==> src/rtl/tcam_search_ctrl.sv <==
// TCAM search controller: holds ENTRIES rules with valid bits, presents them
// and a registered key to an external compare row, then qualifies the row's
// match vector against the valid bits and reports a prioritised result.
module tcam_search_ctrl #(
  parameter int WIDTH   = 8,
  parameter int ENTRIES = 8
) (
  input  logic                       clk,
  input  logic                       rst_n,
  input  logic                       wr_en,
  input  logic                       wr_inv,
  input  logic [2:0]                 wr_idx,
  input  logic [WIDTH-1:0]           wr_data,
  output logic                       wr_ready,
  input  logic                       srch_valid,
  input  logic [WIDTH-1:0]           srch_key,
  output logic                       srch_ready,
  output logic [ENTRIES*WIDTH-1:0]   rule_bus,
  output logic [WIDTH-1:0]           key_o,
  input  logic [ENTRIES-1:0]         match_i,
  output logic                       res_valid,
  input  logic                       res_ready,
  output logic                       res_hit,
  output logic [2:0]                 res_idx,
  output logic [ENTRIES-1:0]         res_vec,
  output logic [15:0]                srch_cnt,
  output logic [15:0]                hit_cnt
);

  typedef enum logic [1:0] {IDLE, APPLY, RESULT} state_t;

  state_t             state;
  logic [WIDTH-1:0]   rules [ENTRIES];
  logic [ENTRIES-1:0] valid;       // indexed by entry number
  logic [ENTRIES-1:0] valid_rev;   // valid in match_i bit order (bit 7 = entry 0)
  logic [ENTRIES-1:0] vec_next;
  logic [2:0]         idx_next;

  wire wr_accept   = (state == IDLE) && wr_en;
  wire srch_accept = (state == IDLE) && srch_valid && !wr_en;
  wire res_done    = (state == RESULT) && res_ready;

  assign wr_ready   = (state == IDLE);
  assign srch_ready = (state == IDLE) && !wr_en;
  assign res_valid  = (state == RESULT);

  // Flatten the rule store onto the compare-row bus and reverse the valid bits.
  always_comb begin
    // NOTE: every always_comb output gets a default first so no path can infer a latch.
    rule_bus  = '0;
    valid_rev = '0;
    for (int i = 0; i < ENTRIES; i++) begin
      rule_bus[WIDTH*i +: WIDTH] = rules[i];
      valid_rev[ENTRIES-1-i]     = valid[i];
    end
  end

  // Qualify the row result and pick the lowest-numbered matching entry.
  always_comb begin
    vec_next = match_i & valid_rev;
    idx_next = 3'd0;
    for (int i = ENTRIES-1; i >= 0; i--) begin
      if (vec_next[ENTRIES-1-i]) idx_next = 3'(i);
    end
  end

  // Rule store and valid bits; writes only land while idle.
  always_ff @(posedge clk or negedge rst_n) begin
    if (!rst_n) begin
      valid <= '0;
      // NOTE: the rule array is reset because rule_bus is visible at the port and must read zero.
      for (int i = 0; i < ENTRIES; i++) rules[i] <= '0;
    end else if (wr_accept) begin
      if (wr_inv) begin
        valid[wr_idx] <= 1'b0;
      end else begin
        rules[wr_idx] <= wr_data;
        valid[wr_idx] <= 1'b1;
      end
    end
  end

  // Search FSM with registered key, result and saturating counters.
  always_ff @(posedge clk or negedge rst_n) begin
    if (!rst_n) begin
      // NOTE: sequential state uses non-blocking assignments so all registers update together.
      state    <= IDLE;
      key_o    <= '0;
      res_hit  <= 1'b0;
      res_idx  <= 3'd0;
      res_vec  <= '0;
      srch_cnt <= 16'd0;
      hit_cnt  <= 16'd0;
    end else begin
      unique case (state)
        IDLE: begin
          if (srch_accept) begin
            key_o <= srch_key;
            state <= APPLY;
          end
        end
        APPLY: begin
          res_vec <= vec_next;
          res_hit <= |vec_next;
          res_idx <= idx_next;
          state   <= RESULT;
        end
        RESULT: begin
          if (res_done) begin
            if (srch_cnt != 16'hFFFF) srch_cnt <= srch_cnt + 16'd1;
            if (res_hit && hit_cnt != 16'hFFFF) hit_cnt <= hit_cnt + 16'd1;
            state <= IDLE;
          end
        end
        default: state <= IDLE;
      endcase
    end
  end

endmodule
==> config.mk <==
export PLATFORM = sky130hd
export DESIGN_NAME = tcam_search_ctrl
export DESIGN_NICKNAME = d
export VERILOG_FILES = /design/src/rtl/tcam_search_ctrl.sv
export SDC_FILE = /design/constraint.sdc
export NUM_CORES = 1
export LEC_CHECK = 0
export ABC_AREA = 1
export ABC_CLOCK_PERIOD_IN_PS = 3500
export BUFFER_PORTS_ARGS = -buffer_cell sky130_fd_sc_hd__buf_2
export CAP_MARGIN = 20
export CORE_ASPECT_RATIO = 0.8
export CORE_MARGIN = 2
export CORE_UTILIZATION = 58
export CTS_BUF_LIST = sky130_fd_sc_hd__clkbuf_2
export CTS_CLUSTER_DIAMETER = 150
export CTS_CLUSTER_SIZE = 8
export DETAILED_ROUTE_END_ITERATION = 6
export PLACE_DENSITY = 0.95
export SYNTH_ARGS = -nofsm -noshare
export SYNTH_HDL_FRONTEND = slang
export SYNTH_SLANG_ARGS = --single-unit
export TNS_END_PERCENT = 5
==> constraint.sdc <==
create_clock -name clk -period 3.5 [get_ports clk]
set_input_delay 0.525 -clock clk [delete_from_list [all_inputs] [get_ports clk]]
set_output_delay 0.525 -clock clk [all_outputs]
set_load 0.02 [all_outputs]
==> summary.txt <==
STA
  • Post-layout min period: 2.23 ns
  • Worst-Margin Slew: about 0.82 ns
  • Crit share post-route: 63.7%
  • RSZ-0062 raised after global routing: no
  • Final Hold Viols: 0
  • Clock skew: ~0.044 ns
  • Slew headroom: approximately 45%
  • Peak Freq: ~0.45 GHz
  • Max-slew violation count: 0
  • TNS Setup: 0 ns
  • Final setup fails: 0

Die
  • Die width: roughly 110 um
  • Row count: 31
  • Die height: slightly above 90 um
  • Core ar.: between 9000 and 10000 um2
  • Die Area: 10400 um2
  • Initial core utilization: about three fifths
  • I/O Pins: ~150

Setup path
  • R2R Path End: hit_cnt[14]
  • Worst reg2reg path depth: 8
  • WP data arrival: between 1.5 and 2 ns
  • Slowest cell delay on critical path: approximately 0.48 ns
  • Crit path capture type: output port
  • Cell chain of the critical path: nor3_1 -> buf_2
  • Largest fanout on the critical path: 4
  • Critical path startpoint: state[0]
  • Critical path class: reg2out
  • Reg2Reg Setup Slack: approximately 1.6 ns
  • CP max stage cell: dfrtp_1
  • Crit Reg-Reg Startpoint: hit_cnt[0]
  • Worst EP required: roughly 3.0 ns
  • CP Launch Type: flip-flop

Route
  • DRT Pass-1 Iters: 7
  • Vias: around 4900
  • WL per Instance: between 10 and 15 um
  • Initial DRC count: about 380
  • Routed vias/inst: between 5 and 6
  • Final ANT Viol Nets: 0
  • DR DRC count: 0
  • Final wirelength: ~13000 um

Run status
  • Status: finished, final reports clean

Clock network
  • CTS tree: built
  • CTS buffer count: 17
  • Clock Tree Buf Depth: 2
  • Clk Tree Root Cell: clkbuf_2
  • Clock transition at path regs: 0.17 ns
  • Clk_lat worst skew: ~0.63 ns
  • H-tree depth: 4
  • Num Clock Sinks: 126
  • Post-CTS Setup Inserts: 0

Synthesis
  • Post-Syn Instances: approximately 650
  • Avg Inst Size Synth: 8.60 um2
  • Syn_nets: between 600 and 700
  • Ys Warns: 0
  • Synth Cell Area: 5560 um2
  • FF+latch count, synth: about 130
  • Register area share after synthesis: 56.7%
  • Synth cell types: 33

Power
  • VDD IR-drop max: around 0.43 mV
  • Seq pwr share: around half
  • Power per cell area: 603 nW/um2
  • Leak: about 3.5 nW
  • Tot Pwr: 0.00395 W
  • Int Pwr: approximately 0.0024 W
  • Clock network power share: ~18%
  • Comb power frac: between 30% and 40%
  • Sw Share: roughly 40%
  • Psw: ~0.0016 W

Min path
  • Hold path start: srch_key[4]
  • Hold/Removal Path Class: in2reg
  • Hold depth: 3
  • Worst Hold End: key_o[4]

Global routing
  • Grt ovf: 0
  • Largest net degree at the start of global routing: between 60 and 70
  • Initial antenna violation count: 1
  • Global-route wire length before repair: approximately 22000 um
  • Global Route Usage Sum: 27.1%
  • Vias in the first global route: between 4000 and 5000

Placed design
  • Dpl hpwl: 9780 um
  • RePlAce Congestion: a little over 0.9
  • I/O Buffers: 151

Layout
  • Layout area overhead: 17.9%
  • Final net count: 843
  • Share of layout cells above drive strength 1: 24.6%

Job
  • Max-Cap Viols: 0
-- sequential cells by signal, summed over array words and instances, names as in the netlist, named ones only --
signal	cells
res_hit	1
hit_cnt	16
res_idx	3
key_o	8
state	2
srch_cnt	16
rule_bus	64
res_vec	8
-- cells by family after synthesis --
| kind of cell | after synthesis | share of synthesized area [%] |
|---|---|---|
| and+or+nand+nor | 339 | 24.8 |
| DFF | 126 | 56.7 |
| xor gates and xnor gates | 21 | 3.31 |
| buffers and inverters | 61 | 5.61 |
| adders and majority gates | 2 | 0.450 |
| AOI/OAI and AO/OA | 97 | 9.10 |
-- metrics by stage --
stage	area, um2	util, %	hold slack (ns)	worst slack (ns)	cells
2_1_floorplan	5560	-	0.229	1.74	646
3_3_place_gp	6350	69.1	0.459	1.72	901
3_5_place_dp	6350	69.1	0.464	1.65	901
4_1_cts	6530	71.0	0.0181	1.23	933
5_1_grt	6550	71.3	0.0164	1.10	936
6_report	6550	71.3	0.0937	1.27	936
-- cell usage after synthesis --
cell type / number / area (um2)
nand3_1: 12 / 60.1
nor3_2: 1 / 10.0
clkinv_1: 2 / 7.51
o21a_1: 1 / 7.51
xnor2_1: 20 / 175
o21ai_4: 1 / 16.3
nor2_1: 44 / 165
dfrtp_1: 126 / 3150
nand4_1: 4 / 25.0
o21ai_1: 2 / 10.0
o31ai_1: 1 / 7.51
a21oi_1: 1 / 5.00
nand2_2: 4 / 25.0
or2_1: 1 / 6.26
buf_6: 10 / 113
clkbuf_2: 1 / 5.00
clkbuf_1: 2 / 7.51
nand3_2: 3 / 30.0
inv_1: 42 / 158
xor2_1: 1 / 8.76
inv_2: 2 / 7.51
nor3_1: 1 / 5.00
ha_1: 2 / 25.0
a22oi_1: 1 / 7.51
nand2_1: 261 / 980
o21ai_0: 89 / 445
a31oi_1: 1 / 6.26
inv_4: 1 / 6.26
nand2_4: 2 / 22.5
nor2_4: 2 / 22.5
nand3b_1: 1 / 7.51
buf_4: 1 / 7.51
nor2_2: 3 / 18.8
-- area by class of cell --
type                    instances  area, um2
clock inverters                12       75.1
repair buffers                157        811
clock buffers                  19       95.1
well taps                     115        144
fillers                       740       2640
flip-flops and latches        126       3150
multi-input cells             459       2090
diodes                          1       2.50
inverters                      47        179
-- timing repair --
action / CTS / global route
resized for setup: 0 / 0
hold endpoints to repair: 65 / 2
hold buffers: 1 / 2
-- layer usage --
layer	wire, um	share of wire, %	track usage [%]
met2	6510	48	41.8
met4	310	2.3	12.2
met1	5910	44	36.7
met5	0	0	0
met3	727	5.4	6.34
-- power by group through the flow --
stage / sequential, W / clock, W / combinational [W]
2_1_floorplan: 0.00238 / 0 / 0.000400
3_3_place_gp: 0.00201 / 0 / 0.00122
3_5_place_dp: 0.00202 / 0 / 0.00126
4_1_cts: 0.00200 / 0.000711 / 0.00126
5_1_grt: 0.00205 / 0.000787 / 0.00137
6_report: 0.00201 / 0.000696 / 0.00125
-- worst max-delay path by stage --
stage	endpoint	slack, ns	depth (start not counted)
final	srch_ready	1.27	2
after global routing	srch_ready	1.10	2
after CTS	srch_ready	1.23	2
after detailed placement	hit_cnt[12]	1.65	8
after global placement	srch_ready	1.72	3
after floorplan	key_o[0]	1.74	5
-- placed cells by master (no fill, tap or decap), drive strengths merged, types with 2 or more instances in the layout --
cell type / instances
buf: 154
clkbuf: 19
clkinv: 10
clkinvlp: 4
dfrtp: 126
dlygate4sd3: 3
ha: 2
inv: 45
nand2: 267
nand3: 15
nand4: 4
nor2: 49
nor3: 2
o21ai: 92
xnor2: 20
-- critical path: cells and delay by family (launching register included) --
family | cells | cell delay [ns]
buf+inv | 1 | 0.24
flops | 1 | 0.48
simple gates | 1 | 0.37
Power figures use the tool's default switching activity.
